### config.mk
export PLATFORM = sky130hd
export DESIGN_NAME = unified_mem_arbiter
export DESIGN_NICKNAME = d
export VERILOG_FILES = /design/src/rtl/unified_mem_arbiter.sv
export SDC_FILE = /design/constraint.sdc
export NUM_CORES = 1
export LEC_CHECK = 0
export BUFFER_PORTS_ARGS = -buffer_cell sky130_fd_sc_hd__buf_2
export CORE_ASPECT_RATIO = 1.4
export CORE_UTILIZATION = 45
export CTS_CLUSTER_DIAMETER = 60
export CTS_CLUSTER_SIZE = 8
export DETAILED_ROUTE_END_ITERATION = 10
export GPL_ROUTABILITY_DRIVEN = 0
export PLACE_DENSITY = 0.89
export SLEW_MARGIN = 20
export SYNTH_ARGS = -nofsm -noshare
export SYNTH_HDL_FRONTEND = slang
export SYNTH_SLANG_ARGS = --single-unit
### constraint.sdc
create_clock -name clk_i -period 1.9 [get_ports clk_i]
set_input_delay 0.19 -clock clk_i [delete_from_list [all_inputs] [get_ports clk_i]]
set_output_delay 0.19 -clock clk_i [all_outputs]
set_load 0.02 [all_outputs]
### src/rtl/unified_mem_arbiter.sv
// ============================================================================
// Module      : unified_mem_arbiter
// Description : Shares one variable-latency unified memory between the fetch
//               and data ports, with a fetch/data stall and an access timeout.
// Revision    : 1.0 - initial release
// ============================================================================
`default_nettype none

module unified_mem_arbiter #(
   parameter int ADDR_W  = 32,
   parameter int DATA_W  = 32,
   parameter int TIMEOUT = 16
) (
   input  logic              clk_i,
   input  logic              rst_i,
   input  logic              if_req_i,
   input  logic [ADDR_W-1:0] if_addr_i,
   output logic [DATA_W-1:0] if_data_o,
   output logic              if_ack_o,
   input  logic              d_req_i,
   input  logic              d_we_i,
   input  logic [ADDR_W-1:0] d_addr_i,
   input  logic [DATA_W-1:0] d_wdata_i,
   output logic [DATA_W-1:0] d_rdata_o,
   output logic              d_ack_o,
   output logic              err_o,
   output logic              mem_en_o,
   output logic              mem_we_o,
   output logic [ADDR_W-1:0] mem_addr_o,
   output logic [DATA_W-1:0] mem_wdata_o,
   input  logic [DATA_W-1:0] mem_rdata_i,
   input  logic              mem_ready_i,
   output logic              stall_o
);

   localparam int               CNT_W          = (TIMEOUT > 1) ? $clog2(TIMEOUT) : 1;
   localparam logic [CNT_W-1:0] c_TIMEOUT_LAST = CNT_W'(TIMEOUT - 1);

   typedef enum logic [1:0] {
      ST_IDLE   = 2'd0,
      ST_BUSY_I = 2'd1,
      ST_BUSY_D = 2'd2
   } state_t;

   state_t           r_state;
   state_t           w_state_nxt;
   logic [CNT_W-1:0] r_cnt;
   logic             w_d_want;
   logic             w_i_want;
   logic             w_tout;

   // A port acked this cycle was satisfied at this edge and must not be re-granted.
   assign w_d_want = d_req_i  & ~d_ack_o;
   assign w_i_want = if_req_i & ~if_ack_o;
   assign w_tout   = ~mem_ready_i & (r_cnt == c_TIMEOUT_LAST);
   assign stall_o  = w_i_want | w_d_want;

   always_ff @(posedge clk_i) begin
      if (rst_i) r_state <= ST_IDLE;
      else       r_state <= w_state_nxt;
   end

   always_comb begin
      w_state_nxt = r_state;
      case (r_state)
         ST_IDLE: begin
            if (w_d_want)      w_state_nxt = ST_BUSY_D;
            else if (w_i_want) w_state_nxt = ST_BUSY_I;
         end
         ST_BUSY_I, ST_BUSY_D: begin
            if (mem_ready_i || w_tout) w_state_nxt = ST_IDLE;
         end
         default: w_state_nxt = ST_IDLE;
      endcase
   end

   always_ff @(posedge clk_i) begin
      if (rst_i) begin
         r_cnt       <= '0;
         if_data_o   <= '0;
         d_rdata_o   <= '0;
         if_ack_o    <= 1'b0;
         d_ack_o     <= 1'b0;
         err_o       <= 1'b0;
         mem_en_o    <= 1'b0;
         mem_we_o    <= 1'b0;
         mem_addr_o  <= '0;
         mem_wdata_o <= '0;
      end else begin
         if_ack_o <= 1'b0;
         d_ack_o  <= 1'b0;
         err_o    <= 1'b0;
         case (r_state)
            ST_IDLE: begin
               r_cnt <= '0;
               if (w_d_want) begin
                  mem_en_o    <= 1'b1;
                  mem_we_o    <= d_we_i;
                  mem_addr_o  <= d_addr_i;
                  mem_wdata_o <= d_wdata_i;
               end else if (w_i_want) begin
                  mem_en_o   <= 1'b1;
                  mem_we_o   <= 1'b0;
                  mem_addr_o <= if_addr_i;
               end
            end
            ST_BUSY_I: begin
               if (mem_ready_i || w_tout) begin
                  if (mem_ready_i) if_data_o <= mem_rdata_i;
                  if_ack_o <= 1'b1;
                  err_o    <= ~mem_ready_i;
                  mem_en_o <= 1'b0;
                  r_cnt    <= '0;
               end else begin
                  r_cnt <= r_cnt + 1'b1;
               end
            end
            ST_BUSY_D: begin
               if (mem_ready_i || w_tout) begin
                  // Stores leave the load-data register untouched.
                  if (mem_ready_i && !mem_we_o) d_rdata_o <= mem_rdata_i;
                  d_ack_o  <= 1'b1;
                  err_o    <= ~mem_ready_i;
                  mem_en_o <= 1'b0;
                  r_cnt    <= '0;
               end else begin
                  r_cnt <= r_cnt + 1'b1;
               end
            end
            default: r_cnt <= '0;
         endcase
      end
   end

endmodule

`default_nettype wire
## Word-level counts from Yosys, hierarchy flattened

Index checks and enable logic that the tools add are counted.

| word-level totals | value |
|---|---|
| register bits after elaboration | 139 |
| output and inout port bits | 134 |
| logic and storage cells | 58 |
| bits of input ports | 134 |

| operators by class | value |
|---|---|
| reductions and logical operators | 17 |
| bitwise operators | 11 |
| equal/unequal tests | 5 |
| $add $sub $neg | 1 |
| mux-type cells | 13 |

Operators with widths:

| kind | count |
|---|---|
| $mux W32 | 2 |
| $reduce_and A3 Y1 | 3 |
| $not A1 Y1 | 7 |
| $mux W1 | 6 |
| $mux W2 | 3 |
| $reduce_and A2 Y1 | 3 |
| $reduce_or A2 Y1 | 3 |
| $reduce_or A3 Y1 | 2 |
| $add A4 B1 Y4 const B | 1 |
| $eq A4 B4 Y1 const B | 1 |
| $pmux W2 S2 | 1 |
| $reduce_bool A2 Y1 | 2 |
| $and A1 B1 Y1 | 3 |
| $ne A3 B3 Y1 const B | 1 |
| $eq A2 B1 Y1 const B | 1 |
| $eq A2 B2 Y1 const B | 1 |
| $logic_not A2 Y1 | 1 |
| $ne A2 B1 Y1 const B | 1 |
| $pmux W1 S2 | 1 |
| $logic_and A1 B1 Y1 | 1 |
| $logic_not A1 Y1 | 1 |
| $logic_or A1 B1 Y1 | 1 |
| $or A1 B1 Y1 | 1 |

## Longest topological paths before layout

Gate-level depths: netlist of the first run.

| depth | value |
|---|---|
| depth after elaboration | 5 |
| mapped depth | 8 |
| depth with buffers taken out | 6 |

## Least setup slack after synthesis of the first run

No wires, ideal clock.

| timing path | value |
|---|---|
| path kind | reg-to-reg |
| from | register r_state[0] |
| to | register mem_wdata_o[10] |
| arrival | 1.414 ns |
| slack | 0.416 ns |
| stages on the path, launching flop included | 9 |
| setup time | 0.070 ns |
| path through | dfxtp_1 > inv_1 > ha_1 > inv_1 > or2_1 > buf_2 > buf_2 > nand2_1 > a21oi_1 |

| on the way | value |
|---|---|
| longest elaborated chain between the ends | 2 |

Ends and longest elaborated chain:

| element | line | RTL |
|---|---|---|
| start, declared | 45 | `state_t r_state;` |
| start signal, assigned | 60 | `else r_state <= w_state_nxt;` |
| $logic_not A2 Y1 | 93 | `case (r_state)` |
| $reduce_and A2 Y1 (no source line) | -- |  |
| end signal, assigned | 100 | `mem_wdata_o <= d_wdata_i;` |
| end, declared | 30 | `output logic [DATA_W-1:0] mem_wdata_o,` |

Every way passes these cells.
A chain may end at the register's enable or synchronous reset.

## Worst setup path in the final report of the first run

| timing path | value |
|---|---|
| from | register d_ack_o |
| to | output stall_o |

| on the way | value |
|---|---|
| longest elaborated chain between the ends | 3 |

Ends and longest elaborated chain:

| element | line | RTL |
|---|---|---|
| start, declared | 25 | `output logic d_ack_o,` |
| start signal, assigned | 83 | `d_ack_o <= 1'b0;` |
| start signal, assigned | 91 | `d_ack_o <= 1'b0;` |
| start signal, assigned | 122 | `d_ack_o <= 1'b1;` |
| $not A1 Y1 | 53 | `assign w_d_want = d_req_i & ~d_ack_o;` |
| $and A1 B1 Y1 | 53 |  |
| $or A1 B1 Y1 | 56 | `assign stall_o = w_i_want \| w_d_want;` |
| end, declared | 33 | `output logic stall_o` |

Every way passes these cells.

==> flow_summary.yaml, run 1 <==
clock_network:
  clkSinkCount: 139
  htreeDepth: 4
  clk_latency_ns: 0.41
  cts_buffers: 17
  clk_path_buf_depth: 2
  postCtsSetupRepairBufs: 0
  cts_tree: "built"
  path_clk_slew_ns: 0.06
  root_buffer: "clkbuf_16"
  hold_buffers: 0
  ctsResizeCount: 0
sta:
  slew_headroom: 0.5761
  fmax_mhz: 561.7
  finalSetupViolations: 0
  fin_crit_ns: 1.780
  fin_skew_ns: 0.006050
  tightest_slew_ns: 0.6358
  rsz0062_at_grt: "false"
  final_hold_viol_count: 0
  timing.final.crit_share: 0.9369
  setup-tns-final_ns: 0
  drv_slew: 0
pwr:
  power_density_mw_per_mm2: 1104
  vdd_ir_drop_max_uv: 677.9
  p_leak_nw: 3.435
worst_hold_path:
  hold_path_class: "in2reg"
  holdPathStages: 3
  worstHoldStart: "d_wdata_i[18]"
  holdPathEnd: "mem_wdata_o[18]$_SDFFE_PP0P_"
synthesis:
  syn_area_mm2: 0.005314
  synth_fp_nets: 760
  ys_types: 32
  ys_async_sr_fraction: 0
  ys.flop_type: "dfxtp_1"
  syn_inst: 622
  ys_ff_latch: 139
  syn_area_per_cell_um2: 8.543
  synth_edf_count: 0
  yosysWarnings: 0
  ys_seq_area_frac: 0.5237
drt:
  drc: 0
  dr.pass1.iters: 5
  vias_per_cell: 4.867
  drt_iter0_drc: 167
  num_vias: 5008
  wl_per_cell_um: 13.11
  wirelength_um: 13490
  antenna_left: 0
placement:
  numPortBuffers: 267
  dpl-instance-area_mm2: 0.006708
  dp_hpwl_um: 9813
worst_setup_path:
  reg2reg_depth: 6
  r2r-end: "d_rdata_o[20]$_SDFFE_PP0P_"
  path_max_fanout: 17
  worstSetupEndpointType: "output pin"
  cp_data_required_time_ns: 1.71
  timing.rr.start: "r_state[0]$_SDFFE_PP0P_"
  crit_path_start_kind: "flip-flop"
  path_class: "reg2out"
  critPathArrivalTime_ns: 1.59
  ff2ff_setup_slack_ns: 0.29
cells_and_area:
  design_area_mm2: 0.007279
  diodes: 0
  layout-drive-gt1-share: 0.3672
  nets: 1010
  area_growth_pct: 36.99
global_route:
  grt_pass1_wl_um: 21230
  antenna_found_initial: 0
  grt_usage: 0.2222
  grt_max_degree: 74
  grt.overflow.total: 0
  grt_pass1_vias: 4736
flow_run:
  max-cap-violations: 0
die:
  core_mm2: 0.01140
  die_width_um: 93.84
  die-area_mm2: 0.01225
  ios: 268
  start_util: 0.4663
  die_h_um: 130.6
  core.rowCount: 46
status:
  outcome: "complete, no violations"
## worst max-delay path by stage
stage,start,cells past startpoint,slack (ns),to
after floorplan,r_state[0]$_SDFFE_PP0P_,8,0.42,mem_wdata_o[10]$_SDFFE_PP0P_
after global placement,r_state[0]$_SDFFE_PP0P_,6,0.33,d_rdata_o[10]$_SDFFE_PP0P_
after detailed placement,r_state[0]$_SDFFE_PP0P_,6,0.28,d_rdata_o[6]$_SDFFE_PP0P_
after CTS,d_ack_o$_SDFF_PP0_,4,0.08,stall_o
after global routing,d_ack_o$_SDFF_PP0_,4,0.01,stall_o
final,d_ack_o$_SDFF_PP0_,4,0.12,stall_o
## per-stage QoR
stage / util / total power, W / hold slack [ns] / cells / setup WS, ns
2_1_floorplan: - / 0.004417 / 0.3260 / 622 / 0.4156
3_3_place_gp: 0.5886 / 0.004918 / 0.4259 / 997 / 0.3324
3_5_place_dp: 0.5886 / 0.004956 / 0.4354 / 997 / 0.2751
4_1_cts: 0.6388 / 0.008118 / 0.005543 / 1029 / 0.08170
5_1_grt: 0.6388 / 0.008432 / 0.01120 / 1029 / 0.01146
6_report: 0.6388 / 0.008036 / 0.02153 / 1029 / 0.1198
## registers in the layout, indices dropped and copies added (netlist names)
register and cells:
d_rdata_o 32, if_data_o 32, mem_addr_o 32, mem_wdata_o 32
r_cnt 4, r_state 2, d_ack_o 1, err_o 1
if_ack_o 1, mem_en_o 1, mem_we_o 1
## worst max-delay path, cell delays in order, from the launching register on
cell      delay, ns
dfxtp_1        0.31
nand2b_2       0.25
buf_4          0.32
nand2_1        0.13
buf_2          0.18
## layer usage
metal,vias up,global-route usage,share of wire
met4,0,0.09593,0.024
met1,2232,0.2238,0.37
li1,2573,-,-
met3,22,0.07350,0.069
met2,181,0.4135,0.54
met5,-,0,0
## layout make-up
type	instances	area, µm²
clock buffer	21	450.4
clock inverter	11	121.4
fill	993	4116
inverter	4	15.01
multi-input combinational	431	2251
sequential	139	2783
tap	144	180.2
timing repair buffer	279	1479
## cells by family after synthesis
logic type / Yosys count / share of synthesized area
xor gates and xnor gates: 2 / 0.003297
AOI/OAI and AO/OA: 138 / 0.1582
and+or+nand+nor: 255 / 0.1914
adders and majority gates: 4 / 0.009419
buffers and inverters: 52 / 0.05368
DFF: 139 / 0.5237
muxes: 32 / 0.06028
## synth_stat cells, types with 2 or more instances
master,n,area [µm²]
buf_6,3,33.78
buf_8,3,45.04
nor2_1,40,150.1
mux2i_1,32,320.3
nand2_1,198,743.2
buf_2,21,105.1
ha_1,4,50.05
nand2b_1,3,18.77
a21oi_1,100,500.5
and2_1,3,18.77
clkbuf_1,18,67.56
inv_1,4,15.01
dfxtp_1,139,2783
buf_4,2,15.01
a211oi_2,10,125.1
a211oi_1,23,172.7
nand3b_1,2,15.01
nand3_1,3,15.01
## report_power, final
group / internal [W] / total [W] / switching [W]
registers: 0.00318 / 0.00330 / 0.000123
clock network: 0.00196 / 0.00316 / 0.00119
logic: 0.000591 / 0.00158 / 0.000989
total: 0.00573 / 0.00804 / 0.00231
## cells in the final DEF (no fill, tap or decap), drive strengths merged
cell type  count
a211oi        33
a21o           1
a21oi        101
a31oi          1
and2           3
and3           1
buf          279
bufinv         2
clkbuf        21
clkinv         7
clkinvlp       2
dfxtp        139
ha             4
inv            4
mux2i         32
nand2        198
nand2b         4
nand3          3
nand3b         2
nor2          41
o21ai          1
o31ai          1
or2            2
or3b           1
xnor2          1
xor2           1
Power figures use the tool's default switching activity.
==> inputs of run 2 (changes only) <==
Settings changed: ABC_AREA from default to 1, CORE_UTILIZATION 45 to 47, CTS_BUF_LIST from default to sky130_fd_sc_hd__clkbuf_4, PLACE_DENSITY 0.89 to 0.92.
==> flow_summary.yaml, run 2 <==
placement:
  numPortBuffers: 267
  dp_cells: 1100
  dp_hpwl_um: 10450
  dp_slack_ns: 0.2024
  dpl-instance-area_mm2: 0.006705
worst_setup_path:
  critPathArrivalTime_ns: 2.21
  path_max_fanout: 33
  worstSetupEndpointType: "flip-flop"
  crit_chain: "inv_2 > nand2_4 > nand2_4 > nand2_2 > o21ai_0 > nor2_1"
  path_class: "reg2reg"
  cp_top_family: "simple AND/OR/NAND/NOR gates"
  slowest_stage: "nand2_2"
  cp_common_cell: "nand2_4"
  crit_path_max_incr_delay_ns: 0.43
  cp_data_required_time_ns: 2.33
  path_buf_inv: 1
  crit_path_start_kind: "flip-flop"
drt:
  dr.pass1.iters: 5
  antenna_left: 0
  wirelength_um: 20100
  wl_per_cell_um: 16.04
  num_vias: 6640
  drt_iter0_drc: 476
  met2_length_um: 10300
  highest_layer: "met4"
  wl_met3_um: 1753
  drc: 0
  met1_length_um: 6840
  vias_per_cell: 5.299
synthesis:
  yosysWarnings: 0
  synth_edf_count: 0
  syn_area_mm2: 0.005338
  syn_area_per_cell_um2: 7.312
  yosys-top-cells-area: "dfxtp_1 (52%), nor2_1 (16%), o21ai_0 (12%)"
  ys_types: 19
  synth.top_cell.area_share: 0.5213
  synth_commonest_cells: "nor2_1 (233), dfxtp_1 (139), o21ai_0 (127), nand2_1 (113), a21oi_1 (35)"
  ys.flop_type: "dfxtp_1"
  ys_async_sr_fraction: 0
  yosys.cell_count.top_type: "nor2_1"
  synth_fp_nets: 868
  ys_seq_area_frac: 0.5213
  syn_inst: 730
  ys_ff_latch: 139
  synth_area_leader_cell: "dfxtp_1"
global_route:
  grt.overflow.total: 0
  grt_pass1_vias: 6683
  grt_pass1_wl_um: 31810
  antenna_found_initial: 1
  grt_usage: 0.3426
  grt_max_degree: 78
pwr:
  p_sw_w: 0.002734
  p_sw_frac: 0.3459
  seqPwrFrac: 0.441
  power_density_mw_per_mm2: 960.6
  p_leak_nw: 4.211
  pwr-share-comb: 0.293
  p_int_w: 0.005169
  vdd_ir_drop_max_uv: 745.8
  pwr-share-clk: 0.265
sta:
  slew_headroom: 0.6261
  drv_slew: 0
  finalSetupViolations: 0
  rsz0062_at_grt: "false"
  final_hold_viol_count: 0
  finalWorstSetupSlack_ns: 0.1206
  fin_skew_ns: 0.01435
  fin_crit_ns: 1.779
  fmax_mhz: 562.0
  tightest_slew_ns: 0.5597
  timing.final.crit_share: 0.9365
  setup-tns-final_ns: 0
clock_network:
  postCtsSetupRepairBufs: 0
  root_buffer: "clkbuf_4"
  clk_latency_ns: 0.52
  cts_buffers: 17
  clkSinkCount: 139
  path_clk_slew_ns: 0.11
  clk_path_buf_depth: 2
  cts_tree: "built"
  htreeDepth: 4
cells_and_area:
  layout-drive-gt1-share: 0.2853
  design_area_mm2: 0.008227
  final_util: 0.7532
  final_common_cell: "buf_2"
  layout_common_cells: "buf_2 (267), nor2_1 (233), dfxtp_1 (139), o21ai_0 (127), dlygate4sd3_1 (120)"
  area_growth_pct: 54.13
  final.fill_count: 685
  nets: 1236
  finalNonFillerCells: 1253
status:
  outcome: "complete, no violations"
die:
  ios: 268
  start_util: 0.4887
  die-area_mm2: 0.01179
  core.rowCount: 45
  die_h_um: 128.1
  core_mm2: 0.01092
  die_width_um: 92.07
flow_run:
  max-cap-violations: 0
worst_hold_path:
  hold_path_class: "in2reg"
run 2: changes by cell type after synthesis, sizes merged, moves of 3 or more:
cell	before	now
a211oi	33	0
nand2	198	116
o21ai	1	129
nand2b	4	0
nor2	41	235
a21oi	101	35
and2	3	0
inv	4	17
mux2i	32	0
run 2: path summary, 6_finish.rpt:
kind / to / slack [ns] / cells past startpoint / from
setup reg to reg: mem_addr_o[16]$_SDFFE_PP0P_ / 0.12 / 6 / d_ack_o$_SDFF_PP0_
hold reg to reg: r_cnt[0]$_SDFF_PP0_ / 0.46 / 1 / r_cnt[0]$_SDFF_PP0_
setup / recovery: mem_addr_o[16]$_SDFFE_PP0P_ / 0.12 / 6 / d_ack_o$_SDFF_PP0_
hold / removal: mem_addr_o[9]$_SDFFE_PP0P_ / 0.06 / 5 / if_addr_i[9]
run 2: power groups by stage:
stage | registers [W] | clock network (W) | logic [W]
finish | 0.00349 | 0.00210 | 0.00232
global route | 0.00352 | 0.00225 | 0.00250
CTS | 0.00346 | 0.00213 | 0.00220
detailed placement | 0.00352 | 0 | 0.00201
global placement | 0.00351 | 0 | 0.00197
floorplan | 0.00397 | 0 | 0.000854
run 2: per-stage QoR:
stage	hold slack, ns	total power [W]
after floorplan	0.2591	0.004826
after global placement	0.3980	0.005480
after detailed placement	0.4035	0.005532
after CTS	0.0006716	0.007793
after global routing	0.04225	0.008272
final	0.05701	0.007902
run 2: cell families after synthesis:
family	share of synthesized area
AND/OR/NAND/NOR	0.2567
flip-flops	0.5213
adder cells (fa/ha/maj)	0.009377
buffers and inverters	0.05555
AO/OA/AOI/OAI	0.1538
XOR/XNOR	0.003282
run 2: area by class of cell:
cell class | instances | area [µm²] | area share
clock buffers | 18 | 135.1 | 0.01643
repair buffers | 397 | 2625 | 0.3191
clock inverters | 14 | 176.4 | 0.02144
flip-flops and latches | 139 | 2783 | 0.3383
diodes | 1 | 2.502 | 0.0003042
inverters | 17 | 70.07 | 0.008517
well taps | 141 | 176.4 | 0.02144
multi-input cells | 526 | 2258 | 0.2745
run 2: worst register-to-register path, delay by kind of cell, from the launching register on:
family | cells | cell delay, ns
AO/OA/AOI/OAI | 1 | 0.24
buffers and inverters | 1 | 0.06
flip-flops | 1 | 0.42
AND/OR/NAND/NOR | 4 | 0.96
run 2: metal layers:
layer	GRT usage	vias to the layer above
met5	0	-
met4	0.2528	0
met3	0.1062	129
met2	0.6097	469
met1	0.3299	2979
li1	-	3063
run 2: timing repair:
action	4_1_cts	5_1_grt
gates resized for setup	0	3
endpoints found under the setup margin	0	5
hold endpoints to repair	129	0
hold buffers	120	0
==> inputs of run 3 (changes only) <==
Clock period 1.9 ns to 1.95 ns, I/O delays scaled along.
==> flow_summary.yaml, run 3 (same netlist as run 2, synthesis figures left out) <==
status:
  outcome: "complete, no violations"
worst_setup_path:
  crit_chain: "inv_1 > ha_1 > nand2_1 > nor2_2 > clkinvlp_4 > nor2_1 > nor2_1"
  worstSetupEndpointType: "flip-flop"
  ff2ff_setup_slack_ns: 0.11
  crit_path_max_incr_delay_ns: 0.50
  cp_common_cell: "nor2_1"
  cp_data_required_time_ns: 2.34
  crit_path_start_kind: "flip-flop"
  path_class: "reg2reg"
  path_buf_inv: 2
  slowest_stage: "clkinvlp_4"
  path_max_fanout: 32
  cp_top_family: "simple AND/OR/NAND/NOR gates"
  critPathArrivalTime_ns: 2.23
sta:
  fin_crit_ns: 1.837
  rsz0062_at_grt: "true"
  fin_skew_ns: 0.01714
  finalSetupViolations: 0
  timing.final.crit_share: 0.9422
  tightest_slew_ns: 1.067
  hold-worst-slack_ns: 0.05119
  fmax_mhz: 544.3
  slew_headroom: 0.2877
  final_hold_viol_count: 0
  drv_slew: 0
  setup-tns-final_ns: 0
clock_network:
  clk_latency_ns: 0.50
  path_clk_slew_ns: 0.11
  cts_tree: "built"
  clkSinkCount: 139
  cts_buffers: 17
  postCtsSetupRepairBufs: 0
  htreeDepth: 4
  clk_path_buf_depth: 2
  root_buffer: "clkbuf_4"
die:
  die_width_um: 92.07
  die-area_mm2: 0.01179
  start_util: 0.4887
  core_mm2: 0.01092
  ios: 268
  die_h_um: 128.1
  core.rowCount: 45
cells_and_area:
  multiInputGateArea_mm2: 0.002267
  final_common_cell: "buf_2"
  area_growth_pct: 49.79
  layout_common_cells: "buf_2 (267), nor2_1 (233), dfxtp_1 (139), o21ai_0 (127), nand2_1 (113)"
  nets: 1212
  final.fill_count: 746
  seqCellArea_mm2: 0.002783
  layout-drive-gt1-share: 0.2916
pwr:
  pwr-share-comb: 0.296
  p_leak_nw: 4.123
  seqPwrFrac: 0.451
  vdd_ir_drop_max_uv: 635.5
  pwr-share-clk: 0.254
  p_sw_w: 0.002598
  p_int_w: 0.004914
  p_sw_frac: 0.3458
  power_density_mw_per_mm2: 939.6
global_route:
  grt_max_degree: 78
  grt_usage: 0.3110
  antenna_found_initial: 1
  grt.overflow.total: 0
  grt_pass1_vias: 6182
  grt_pass1_wl_um: 28860
drt:
  antenna_left: 0
  wirelength_um: 18660
  vias_per_cell: 5.209
  wl_per_cell_um: 15.19
  drc: 0
  drt_iter0_drc: 353
  dr.pass1.iters: 8
  num_vias: 6402
placement:
  numPortBuffers: 267
  dp_hpwl_um: 10420
flow_run:
  max-cap-violations: 0
worst_hold_path:
  hold_path_class: "in2reg"
## run 3: cell type report
| type | count | share of cell area |
|---|---|---|
| sequential | 139 | 0.3480 |
| clock inverter | 13 | 0.01894 |
| tap | 141 | 0.02207 |
| inverter | 17 | 0.009077 |
| multi-input combinational | 526 | 0.2836 |
| timing repair buffer | 373 | 0.3002 |
| antenna | 1 | 0.0003130 |
| clock buffer | 19 | 0.01784 |
## run 3: repair_timing
item,CTS,global route
endpoints found under the hold margin,115,0
setup endpoints to repair,0,46
hold buffers,97,0
gates resized for setup,0,8
## run 3: path summary, 6_finish.rpt
kind                           start                    endpoint  cells past startpoint
min                      d_addr_i[7]  mem_addr_o[7]$_SDFFE_PP0P_                      5
max          r_state[0]$_SDFFE_PP0P_  d_rdata_o[23]$_SDFFE_PP0P_                      7
max reg2reg  r_state[0]$_SDFFE_PP0P_  d_rdata_o[23]$_SDFFE_PP0P_                      7
min reg2reg      r_cnt[0]$_SDFF_PP0_         r_cnt[0]$_SDFF_PP0_                      1
## run 3: layer usage
layer,GRT usage,share of wire
met1,0.3057,0.35
met2,0.5676,0.52
met3,0.08304,0.075
met4,0.2050,0.052
met5,0,0
## run 3: worst register-to-register path: stages, from the launching register on
cell and delay (ns):
dfxtp_1 0.33, inv_1 0.09, ha_1 0.18, nand2_1 0.08
nor2_2 0.15, clkinvlp_4 0.50, nor2_1 0.33, nor2_1 0.07
## run 3: power by group through the flow
stage / logic [W] / clock network, W / registers (W)
6_report: 0.00222 / 0.00190 / 0.00339
5_1_grt: 0.00240 / 0.00207 / 0.00343
4_1_cts: 0.00213 / 0.00194 / 0.00337
3_5_place_dp: 0.00196 / 0 / 0.00343
3_3_place_gp: 0.00192 / 0 / 0.00342
2_1_floorplan: 0.000832 / 0 / 0.00387
## run 3: stage by stage
| step | power (W) | util | cell area, µm² | worst slack, ns | cells |
|---|---|---|---|---|---|
| 2_1_floorplan | 0.004702 | - | 5338 | 0.6414 | 730 |
| 3_3_place_gp | 0.005341 | 0.6132 | 6698 | 0.2179 | 1099 |
| 3_5_place_dp | 0.005394 | 0.6132 | 6698 | 0.1499 | 1099 |
| 4_1_cts | 0.007450 | 0.7290 | 7963 | 0.01551 | 1228 |
| 5_1_grt | 0.007899 | 0.7320 | 7995 | -0.04662 | 1229 |
| 6_report | 0.007513 | 0.7320 | 7995 | 0.1127 | 1229 |
